`src/rtl/btb_bimodal_predictor_pkg.sv`:
```
// Shared types and helpers for the BTB bimodal branch predictor.
package btb_bimodal_predictor_pkg;

  // Two-bit bimodal confidence states.
  typedef enum logic [1:0] {
    SNT = 2'b00,
    WNT = 2'b01,
    WT  = 2'b10,
    ST  = 2'b11
  } cnt_t;

  // Tags are held right-aligned in a full word.
  // The unused upper bits stay constant, so the extra storage is free after optimisation.
  typedef struct packed {
    logic        valid;
    logic [31:0] tag;
    logic [31:0] target;
    cnt_t        cnt;
  } btb_entry_t;

  // A freshly allocated entry starts weakly taken.
  localparam cnt_t BTB_ALLOC_CNT = WT;

  // Advances an event counter by one.
  // With sat set, the counter holds at all-ones instead of wrapping.
  function automatic logic [31:0] bump_event(input logic [31:0] value, input logic sat);
    if (sat && (value == '1)) begin
      return value;
    end
    return value + 32'd1;
  endfunction

endpackage

```
`src/rtl/btb_bimodal_predictor_if.sv`:
```
// Fetch/execute <-> predictor interface.
// master = fetch/execute side, slave = predictor.
interface btb_bimodal_predictor_if;
  // Lookup request from fetch.
  logic [31:0] current_pc;
  logic        is_branch;
  logic        is_jump;
  logic        is_rv32c;
  logic [12:0] imm_sb;

  // Resolved outcome from execute.
  logic        update_predictor;
  logic [31:0] pc_to_update;
  logic [31:0] update_addr;
  logic        branch_result;
  logic        prediction;
  logic        is_jalr;

  // Predictor answers and performance counters.
  logic        predict_taken;
  logic [31:0] target_addr;
  logic [31:0] predict_cnt;
  logic [31:0] mispredict_cnt;

  modport master (
    output current_pc, is_branch, is_jump, is_rv32c, imm_sb,
    output update_predictor, pc_to_update, update_addr, branch_result, prediction, is_jalr,
    input  predict_taken, target_addr, predict_cnt, mispredict_cnt
  );

  modport slave (
    input  current_pc, is_branch, is_jump, is_rv32c, imm_sb,
    input  update_predictor, pc_to_update, update_addr, branch_result, prediction, is_jalr,
    output predict_taken, target_addr, predict_cnt, mispredict_cnt
  );
endinterface

```
`src/rtl/btb_bimodal_predictor_sat_counter2.sv`:
```
// Two-bit saturating up/down counter step (combinational).
module sat_counter2
  import btb_bimodal_predictor_pkg::*;
(
  input  cnt_t cnt_in,
  input  logic inc,
  output cnt_t cnt_out
);

  // Step one state toward ST when inc is set, otherwise toward SNT, holding at the ends.
  always_comb begin
    // NOTE: assign a default first so no path through the block leaves cnt_out unassigned, which would infer a latch.
    cnt_out = cnt_in;
    unique case (cnt_in)
      SNT: cnt_out = inc ? WNT : SNT;
      WNT: cnt_out = inc ? WT  : SNT;
      WT:  cnt_out = inc ? ST  : WNT;
      ST:  cnt_out = inc ? ST  : WT;
      default: cnt_out = cnt_in;
    endcase
  end

endmodule

```
`src/rtl/btb_bimodal_predictor.sv`:
```
// Direct-mapped BTB with per-entry bimodal counters.
// Lookup is combinational. Training happens on the clock edge.
// The block also keeps prediction and misprediction event counters.
module btb_bimodal_predictor
  import btb_bimodal_predictor_pkg::*;
#(
  parameter int ENTRIES = 16,
  parameter bit CNT_SAT = 1'b1
) (
  input logic                    CLK,
  input logic                    nRST,
  btb_bimodal_predictor_if.slave bus
);

  localparam int IDX_BITS = $clog2(ENTRIES);

  btb_entry_t btb [ENTRIES];

  // ---------------- lookup ----------------
  logic [IDX_BITS-1:0] lk_idx;
  logic [31:0]         lk_tag;
  btb_entry_t          lk_entry;
  logic                lk_hit;
  logic [31:0]         fall_through;
  logic [31:0]         branch_target;
  logic                pred_taken;
  logic [31:0]         pred_target;

  // Halfword-granular index, so RV32C instructions get their own entries.
  assign lk_idx        = bus.current_pc[IDX_BITS:1];
  assign lk_tag        = 32'(bus.current_pc >> (IDX_BITS + 1));
  assign lk_entry      = btb[lk_idx];
  assign lk_hit        = lk_entry.valid && (lk_entry.tag == lk_tag);
  assign fall_through  = bus.current_pc + (bus.is_rv32c ? 32'd2 : 32'd4);
  assign branch_target = bus.current_pc + {{19{bus.imm_sb[12]}}, bus.imm_sb};

  // Choose the prediction: trained entry, then static BTFN for branches, else fall-through.
  always_comb begin
    pred_taken  = 1'b0;
    pred_target = fall_through;
    if (lk_hit) begin
      pred_taken = lk_entry.cnt[1];
      if (lk_entry.cnt[1]) pred_target = lk_entry.target;
    end else if (bus.is_branch) begin
      pred_taken = bus.imm_sb[12];
      if (bus.imm_sb[12]) pred_target = branch_target;
    end
  end

  assign bus.predict_taken = pred_taken;
  assign bus.target_addr   = pred_target;

  // ---------------- update ----------------
  logic [IDX_BITS-1:0] up_idx;
  logic [31:0]         up_tag;
  btb_entry_t          up_entry;
  logic                up_hit;
  logic                up_direct_taken;
  cnt_t                up_cnt_next;

  assign up_idx          = bus.pc_to_update[IDX_BITS:1];
  assign up_tag          = 32'(bus.pc_to_update >> (IDX_BITS + 1));
  assign up_entry        = btb[up_idx];
  assign up_hit          = up_entry.valid && (up_entry.tag == up_tag);
  // JALR targets are register-dependent, so they never supply a target.
  assign up_direct_taken = bus.branch_result && !bus.is_jalr;

  sat_counter2 u_sat (
    .cnt_in  (up_entry.cnt),
    .inc     (bus.branch_result),
    .cnt_out (up_cnt_next)
  );

  // Train the table. A hit moves the counter; a direct taken miss allocates.
  always_ff @(posedge CLK or negedge nRST) begin
    if (!nRST) begin
      // NOTE: only valid and cnt are reset. Tag and target stay unreset because valid gates every use of them.
      for (int i = 0; i < ENTRIES; i++) begin
        btb[i].valid <= 1'b0;
        btb[i].cnt   <= WNT;
      end
    end else if (bus.update_predictor) begin
      // NOTE: sequential state uses non-blocking assignments, so every reader sees the pre-edge value.
      if (up_hit) begin
        btb[up_idx].cnt <= up_cnt_next;
        if (up_direct_taken) btb[up_idx].target <= bus.update_addr;
      end else if (up_direct_taken) begin
        btb[up_idx] <= '{valid: 1'b1, tag: up_tag, target: bus.update_addr, cnt: BTB_ALLOC_CNT};
      end
    end
  end

  // ---------------- event counters ----------------
  logic [31:0] predict_cnt_q;
  logic [31:0] mispredict_cnt_q;

  // Count every resolved update, and separately those the predictor got wrong.
  always_ff @(posedge CLK or negedge nRST) begin
    if (!nRST) begin
      predict_cnt_q    <= '0;
      mispredict_cnt_q <= '0;
    end else if (bus.update_predictor) begin
      predict_cnt_q <= bump_event(predict_cnt_q, CNT_SAT);
      if (bus.prediction != bus.branch_result) begin
        mispredict_cnt_q <= bump_event(mispredict_cnt_q, CNT_SAT);
      end
    end
  end

  assign bus.predict_cnt    = predict_cnt_q;
  assign bus.mispredict_cnt = mispredict_cnt_q;

  // Jump pre-decode and the PC byte bit play no part in prediction.
  logic unused_bits;
  assign unused_bits = ^{bus.is_jump, bus.pc_to_update[0]};

endmodule

```
`src/flat_wrapper.sv`:
```
// flat-port wrapper written by rule: the top's interface ports become plain ports
module btb_bimodal_predictor_flat import btb_bimodal_predictor_pkg::*;
#(
  parameter int ENTRIES = 16,
  parameter bit CNT_SAT = 1'b1
)
  (CLK, nRST, bus_current_pc, bus_is_branch, bus_is_jump, bus_is_rv32c, bus_imm_sb, bus_update_predictor, bus_pc_to_update, bus_update_addr, bus_branch_result, bus_prediction, bus_is_jalr, bus_predict_taken, bus_target_addr, bus_predict_cnt, bus_mispredict_cnt);
  btb_bimodal_predictor_if bus_i ();
  input logic CLK;
  input logic nRST;
  input wire logic [$bits(bus_i.current_pc)-1:0] bus_current_pc;
  input wire logic [$bits(bus_i.is_branch)-1:0] bus_is_branch;
  input wire logic [$bits(bus_i.is_jump)-1:0] bus_is_jump;
  input wire logic [$bits(bus_i.is_rv32c)-1:0] bus_is_rv32c;
  input wire logic [$bits(bus_i.imm_sb)-1:0] bus_imm_sb;
  input wire logic [$bits(bus_i.update_predictor)-1:0] bus_update_predictor;
  input wire logic [$bits(bus_i.pc_to_update)-1:0] bus_pc_to_update;
  input wire logic [$bits(bus_i.update_addr)-1:0] bus_update_addr;
  input wire logic [$bits(bus_i.branch_result)-1:0] bus_branch_result;
  input wire logic [$bits(bus_i.prediction)-1:0] bus_prediction;
  input wire logic [$bits(bus_i.is_jalr)-1:0] bus_is_jalr;
  output wire logic [$bits(bus_i.predict_taken)-1:0] bus_predict_taken;
  output wire logic [$bits(bus_i.target_addr)-1:0] bus_target_addr;
  output wire logic [$bits(bus_i.predict_cnt)-1:0] bus_predict_cnt;
  output wire logic [$bits(bus_i.mispredict_cnt)-1:0] bus_mispredict_cnt;
  assign bus_i.current_pc = bus_current_pc;
  assign bus_i.is_branch = bus_is_branch;
  assign bus_i.is_jump = bus_is_jump;
  assign bus_i.is_rv32c = bus_is_rv32c;
  assign bus_i.imm_sb = bus_imm_sb;
  assign bus_i.update_predictor = bus_update_predictor;
  assign bus_i.pc_to_update = bus_pc_to_update;
  assign bus_i.update_addr = bus_update_addr;
  assign bus_i.branch_result = bus_branch_result;
  assign bus_i.prediction = bus_prediction;
  assign bus_i.is_jalr = bus_is_jalr;
  assign bus_predict_taken = bus_i.predict_taken;
  assign bus_target_addr = bus_i.target_addr;
  assign bus_predict_cnt = bus_i.predict_cnt;
  assign bus_mispredict_cnt = bus_i.mispredict_cnt;
  btb_bimodal_predictor #(.ENTRIES(ENTRIES), .CNT_SAT(CNT_SAT)) u_core (.CLK(CLK), .nRST(nRST), .bus(bus_i));
endmodule
```
`config.mk`:
```
export PLATFORM = sky130hd
export DESIGN_NAME = btb_bimodal_predictor_flat
export DESIGN_NICKNAME = d
export VERILOG_FILES = /design/src/rtl/btb_bimodal_predictor_pkg.sv /design/src/rtl/btb_bimodal_predictor_if.sv /design/src/rtl/btb_bimodal_predictor_sat_counter2.sv /design/src/rtl/btb_bimodal_predictor.sv /design/src/flat_wrapper.sv
export SDC_FILE = /design/constraint.sdc
export NUM_CORES = 2
export LEC_CHECK = 0
export BUFFER_PORTS_ARGS = -buffer_cell sky130_fd_sc_hd__clkbuf_2
export CAP_MARGIN = 20
export CORE_ASPECT_RATIO = 1.2
export CORE_MARGIN = 3
export CORE_UTILIZATION = 50
export CTS_CLUSTER_SIZE = 24
export DETAILED_ROUTE_END_ITERATION = 8
export HOLD_SLACK_MARGIN = 0.05
export PLACE_DENSITY_LB_ADDON = 0.05
export SKIP_LAST_GASP = 1
export SYNTH_ARGS = -nofsm -noshare
export SYNTH_HDL_FRONTEND = slang
export SYNTH_SLANG_ARGS = --single-unit
```
`constraint.sdc`:
```
create_clock -name CLK -period 10.9 [get_ports CLK]
set_input_delay 1.09 -clock CLK [delete_from_list [all_inputs] [get_ports CLK]]
set_output_delay 1.09 -clock CLK [all_outputs]
set_load 0.05 [all_outputs]
```
# [Yosys cells after proc, flatten, opt, wreduce, memory -nomap -nowiden]
# Cells that the tools add are included.
[word_totals] inputBits=118 register_bits=1136 elab_cells=133 out_inout_bits=97
[op_classes] muxes=37 n_lt_le_gt_ge=3 addsub=4 n_eq_ne=10 bitwise=2 reduce_logical=11
[op_table] op="$bwmux 1072" count=3
[op_table] op="$mux 1072" count=3
[op_table] op="$demux 67 s4" count=3
[op_table] op="$bmux 67 s4" count=2
[op_table] op="$mux 67" count=5
[op_table] op="$mux 32" count=6
[op_table] op="$add 32x1->32 const B" count=2
[op_table] op="$add 32x32->32" count=2
[op_table] op="$eq 32x27->1" count=2
[op_table] op="$eq 32x32->1 const B" count=2
[op_table] op="$mux 34" count=1
[op_table] op="$ge 5x5->1 const B" count=2
[op_table] op="$not 4->5" count=2
[op_table] op="$mux 1" count=9
[op_table] op="$pmux 2 s4" count=1
[op_table] op="$mux 2" count=3
[op_table] op="$reduce_and 3->1" count=2
[op_table] op="$lt 5x1->1 const B" count=1
[op_table] op="$eq 2x2->1 const B" count=2
[op_table] op="$logic_and 1x1->1" count=4
[op_table] op="$ne 2x2->1 const B" count=2
[op_table] op="$reduce_and 2->1" count=2
[op_table] op="$mux 3" count=1
[op_table] op="$eq 2x1->1 const B" count=1
[op_table] op="other kinds (4)" count=4

# [Logic depth before layout (Yosys ltp)]
[depth] ltp_word=10 mapped_depth=15 mapped_depth_nobuf=12

# [Modules after synthesis]
# A second synthesis with hierarchy kept.
[hier_totals] hier_cells=4564 hier_area_um2=59686.0
[modules_own_cells] mod="btb_bimodal_predictor" seq_area_each_um2=31169.9 instances=1 cells_each=4561 area_each_um2=59659.7
[modules_own_cells] mod="sat_counter2" seq_area_each_um2=0.0 instances=1 cells_each=3 area_each_um2=26.3

# [Worst setup path after synthesis]
# Ideal clock, no wire load.
[synth_path] path_type="input-to-reg" start="input bus_branch_result" end="register u_core.btb[1039] (netlist bit), enable pin" setup_ps=386 arrival_ps=12898 path_stages=4 required_time_ps=10514 path_slack_ps=-2385 path_buffers=0 path_cell_list="nor2b_1 > nand3_1 > inv_1 > and2_1"
[synth_via] elab_chain_cells=3
[synth_lines] element="start, declared" line="flat_wrapper.sv:19" text="input wire logic [$bits(bus_i.branch_result)-1:0] bus_branch_result;"
[synth_lines] element="$logic_and 1x1->1" line="btb_bimodal_predictor.sv:66" text="assign up_direct_taken = bus.branch_result && !bus.is_jalr;"
[synth_lines] element="$reduce_bool 2->1 (no source line)"
[synth_lines] element="$reduce_and 3->1 (no source line)"
[synth_lines] element="end signal, assigned by index" line="btb_bimodal_predictor.sv:88" text="btb[up_idx] <= '{valid: 1'b1, tag: up_tag, target: bus.update_addr, cnt: BTB_ALLOC_CNT};"
[synth_lines] element="end, declared" line="btb_bimodal_predictor.sv:17" text="btb_entry_t btb [ENTRIES];"
# No other way between the ends.
# A chain may end at the register's enable or synchronous reset.

# [Worst setup path after layout]
[layout_path] start="input bus_current_pc[1]" end="output bus_target_addr[24]"
[layout_via] elab_chain_cells=7 word_cells_on_any_way=12 classes_between="add/sub (2); eq/ne (1); mux (7); bitwise (1); reduce/logical (1)"
[layout_lines] element="start, declared" line="flat_wrapper.sv:11" text="input wire logic [$bits(bus_i.current_pc)-1:0] bus_current_pc;"
[layout_lines] element="parallel branches: the longest is 6 deep, another holds $add 32x32->32"
[layout_lines] element="$mux 32 (*)" line="btb_bimodal_predictor.sv:41" text="if (lk_hit) begin"
[layout_lines] element="end, declared" line="flat_wrapper.sv:23" text="output wire logic [$bits(bus_i.target_addr)-1:0] bus_target_addr;"
# Mark *: on every way between the ends. The select of a mux whose other input is x is not followed.

==> parameters.txt <==
Parameter                              Value

Setup path
  Register-to-Register Path Depth ... 9
  Reg-to-Reg End ... u_core.btb[606]
  FF-to-FF setup slack ... 5.79 ns
  Worst Path Arrival ... 6.54 ns
  Worst r2r src ... u_core.btb[45]
  Source of the critical timing path ... bus_current_pc[1]
  Critical path destination ... bus_target_addr[24]
  Kind of launch point of the worst setup path ... input port
  Maximum fanout along the worst path ... 43
  Critical path endpoint category ... output pin
  Critical path type ... input port to output pin
  Data required time at the worst endpoint ... 9.81 ns

Synth
  Portion of the post-synthesis area used by sequential elements ... 52.8%
  Top cells by area, synth ... sky130_fd_sc_hd__edfxtp_1, sky130_fd_sc_hd__mux4_2, sky130_fd_sc_hd__mux2i_1
  Primary FF master, synth ... sky130_fd_sc_hd__edfxtp_1
  Area share of the largest cell type after synthesis ... 48.0%
  Post-synthesis async set-or-reset flop share ... 10.6%
  Number of synthesized flops with an enable pin ... 944
  Synth Area per Inst ... 12.8 um^2
  Largest area contributor in the netlist ... sky130_fd_sc_hd__edfxtp_1
  Yosys Warn Count ... 0
  Number of distinct standard cells referenced by the synthesized netlist ... 75
  Net count of the mapped netlist ... 4,785
  Post-synthesis instance area ... 59,100 um^2
  Syn Inst Count ... 4,630
  Number of synthesized register bits ... 1,056

Floorplanning
  Floorplan die area ... 122,000 um^2
  Die X ... 320 um
  Placeable core area ... 117,000 um^2
  Starting Density ... 50.6%
  IO Pins ... 215
  Standard-cell rows ... 137
  Vertical die dimension ... 383 um

Finish
  Share of final-layout standard cells stronger than drive strength 1 ... 20.1%
  Most common library cell in the layout ignoring fill and taps ... sky130_fd_sc_hd__edfxtp_1
  Area added between synthesis and finish ... 10.1%
  Final Instance Count excl. Fillers ... 6,286
  Number of nets in the layout ... 4,802
  Area used by sequential logic in the layout ... 31,200 um^2
  Area taken by multi-input logic gates ... 26,300 um^2
  Final-layout fill cell count ... 9,715
  Highest-count cells in the layout ignoring fill and taps ... sky130_fd_sc_hd__edfxtp_1, sky130_fd_sc_hd__mux2i_1, sky130_fd_sc_hd__nor2_1

Drt
  DR DRC count ... 0
  Number of iterations in the first detailed-routing pass ... 6
  Wire length per cell ... 29.9 um
  Post-route antenna net violation count ... 0
  Ratio of routed vias to standard cells ... 6.30
  Wire length after detailed routing ... 188 mm
  Iteration-0 DRC Markers ... 4,329
  Via total after detailed routing ... 39.6k

Clocking
  Level count of the clock H-tree ... 3
  Bufs on Longest Clock Path ... 3
  Clock tree from TritonCTS ... yes
  Clock transition at the registers of the reported paths ... 0.07 ns
  CTS sink cnt ... 1,056
  Buffer type at the clock tree root ... sky130_fd_sc_hd__clkbuf_16
  Post-CTS sizing ... 0
  Post-CTS Setup Repair Bufs ... 0
  TritonCTS Buffers ... 112
  Number of buffers inserted by hold repair at cts ... 0
  Insertion delay to the later sink of the worst-skew pair ... 0.73 ns

Global routing
  Maximum number of pins on one net before global-route repair ... 181
  Wire length of the first global-routing pass ... 273 mm
  Leftover overflow at the end of global routing ... 0
  Initial antenna violation count ... 23
  Total track usage ... 30.5%
  Via count of the first global-routing pass ... 39.3k

STA
  Max frequency ... 0.131 GHz
  Worst relative slew slack ... 21.3%
  Transition time of the tightest slew-check pin ... 1.17 ns
  Final-report setup violation count ... 0
  Unrepaired setup endpoints after global routing ... no
  Sum of negative setup slack ... 0 ns
  Ratio of final minimum period to clock period ... 70.0%
  Final critical path time including I/O delays and setup ... 7.63 ns
  Maximum clock skew at final layout ... 0.0473 ns
  Count of final max-slew check failures ... 0
  Final Hold Viols ... 0

Place
  Routability-driven placement congestion ratio ... 0.931
  Detailed-placement wirelength estimate ... 110 mm
  DP Cell Count ... 6,060
  IO buf count ... 212

Pwr
  Peak VDD IR ... 0.131 mV
  Leakage power ... 21.3 nW
  P per Cell Area ... 145 nW/um^2

Outcome
  Outcome ... completed

Min path
  Class of the tightest hold or removal check ... input port to async pin

Job
  Maximum Capacitance Violations ... 0
synthesized netlist by cell type (32+ instances only):
cell                       count
sky130_fd_sc_hd__buf_2        78
sky130_fd_sc_hd__nand3_1      53
sky130_fd_sc_hd__inv_1        39
sky130_fd_sc_hd__a21oi_1     228
sky130_fd_sc_hd__ha_1         35
sky130_fd_sc_hd__a31oi_1      35
sky130_fd_sc_hd__dfrtp_1      96
sky130_fd_sc_hd__buf_1        38
sky130_fd_sc_hd__xor2_1       37
sky130_fd_sc_hd__nand4_1      32
sky130_fd_sc_hd__clkbuf_1    268
sky130_fd_sc_hd__xnor2_1     128
sky130_fd_sc_hd__nor2_1      457
sky130_fd_sc_hd__mux4_2      399
sky130_fd_sc_hd__edfxtp_1    944
sky130_fd_sc_hd__nor3_1       62
sky130_fd_sc_hd__o21ai_0      72
sky130_fd_sc_hd__and2_1      418
sky130_fd_sc_hd__nand2_1     429
sky130_fd_sc_hd__mux2i_1     449
cell type report:
type / count / area share (%)
flip-flops and latches: 1056 / 47.9
multi-input cells: 3130 / 40.4
clock buffers: 156 / 4.78
repair buffers: 306 / 2.96
well taps: 1529 / 2.94
clock inverters: 52 / 0.675
inverters: 41 / 0.250
diodes: 16 / 0.0615
state kept, by name, summed over array words and instances, names as in the netlist:
signal                     count
u_core.bus.mispredict_cnt     32
u_core.bus.predict_cnt        32
u_core.btb                   992
critical path, cell delays in order:
cell and delay (ns):
sky130_fd_sc_hd__buf_8 0.40, sky130_fd_sc_hd__buf_4 0.50, sky130_fd_sc_hd__mux4_2 0.56, sky130_fd_sc_hd__mux2i_1 0.72, sky130_fd_sc_hd__nor2_1 0.08, sky130_fd_sc_hd__a2111o_1 0.42
sky130_fd_sc_hd__o41ai_1 0.32, sky130_fd_sc_hd__o221ai_1 0.24, sky130_fd_sc_hd__nor3_4 0.79, sky130_fd_sc_hd__buf_4 0.53, sky130_fd_sc_hd__a21oi_1 0.08, sky130_fd_sc_hd__a22oi_1 0.35
sky130_fd_sc_hd__clkbuf_2 0.34
kinds of logic (layout without fill, tap and decap cells):
kind of cell	count (synthesis)	count (layout)	share of synthesized area, %
other	0	16	0
adder cells (fa/ha/maj)	39	39	0.843
AND/OR/NAND/NOR	1577	1577	12.8
AO/OA/AOI/OAI	486	486	4.93
XOR/XNOR	165	165	2.45
buffers and inverters	444	555	3.11
multiplexers	863	863	23.1
flip-flops	1056	1056	52.8
per-layer routing:
layer	share of wire, %	global-route usage, %
met5	0.012	0
met4	4.7	13.8
met3	7.2	4.35
met2	50	51.3
met1	39	39.6
report_power, final:
group          switching (W)  total (W)  internal [W]  leakage [nW]
Sequential         0.0000647    0.00454       0.00447          9.12
Clock                0.00164    0.00378       0.00214          1.73
Combinational       0.000735    0.00112      0.000388          10.5
metrics by stage:
step / total power, W / utilization (%) / setup slack (ns) / hold slack [ns] / area [um^2]
3_3_place_gp: 0.00573 / 52.6 / 3.30 / 0.455 / 61400
4_1_cts: 0.00950 / 55.7 / 3.27 / 0.376 / 65000
5_1_grt: 0.00973 / 55.7 / 3.07 / 0.434 / 65000
6_report: 0.00944 / 55.7 / 3.27 / 0.409 / 65100
2_1_floorplan: 0.00537 / - / 1.21 / 0.439 / 59100
3_5_place_dp: 0.00574 / 52.6 / 3.29 / 0.461 / 61400
how the worst min path moves through the flow:
stage / to / slack (ns) / depth (start not counted)
after floorplan: u_core.btb[870] / 0.44 / 1
after global placement: u_core.btb[602] / 0.45 / 1
after detailed placement: u_core.btb[401] / 0.46 / 1
after CTS: u_core.btb[604] / 0.38 / 1
after global routing: u_core.btb[135] / 0.43 / 1
final: u_core.btb[604] / 0.41 / 1
Power figures use the tool's default switching activity.
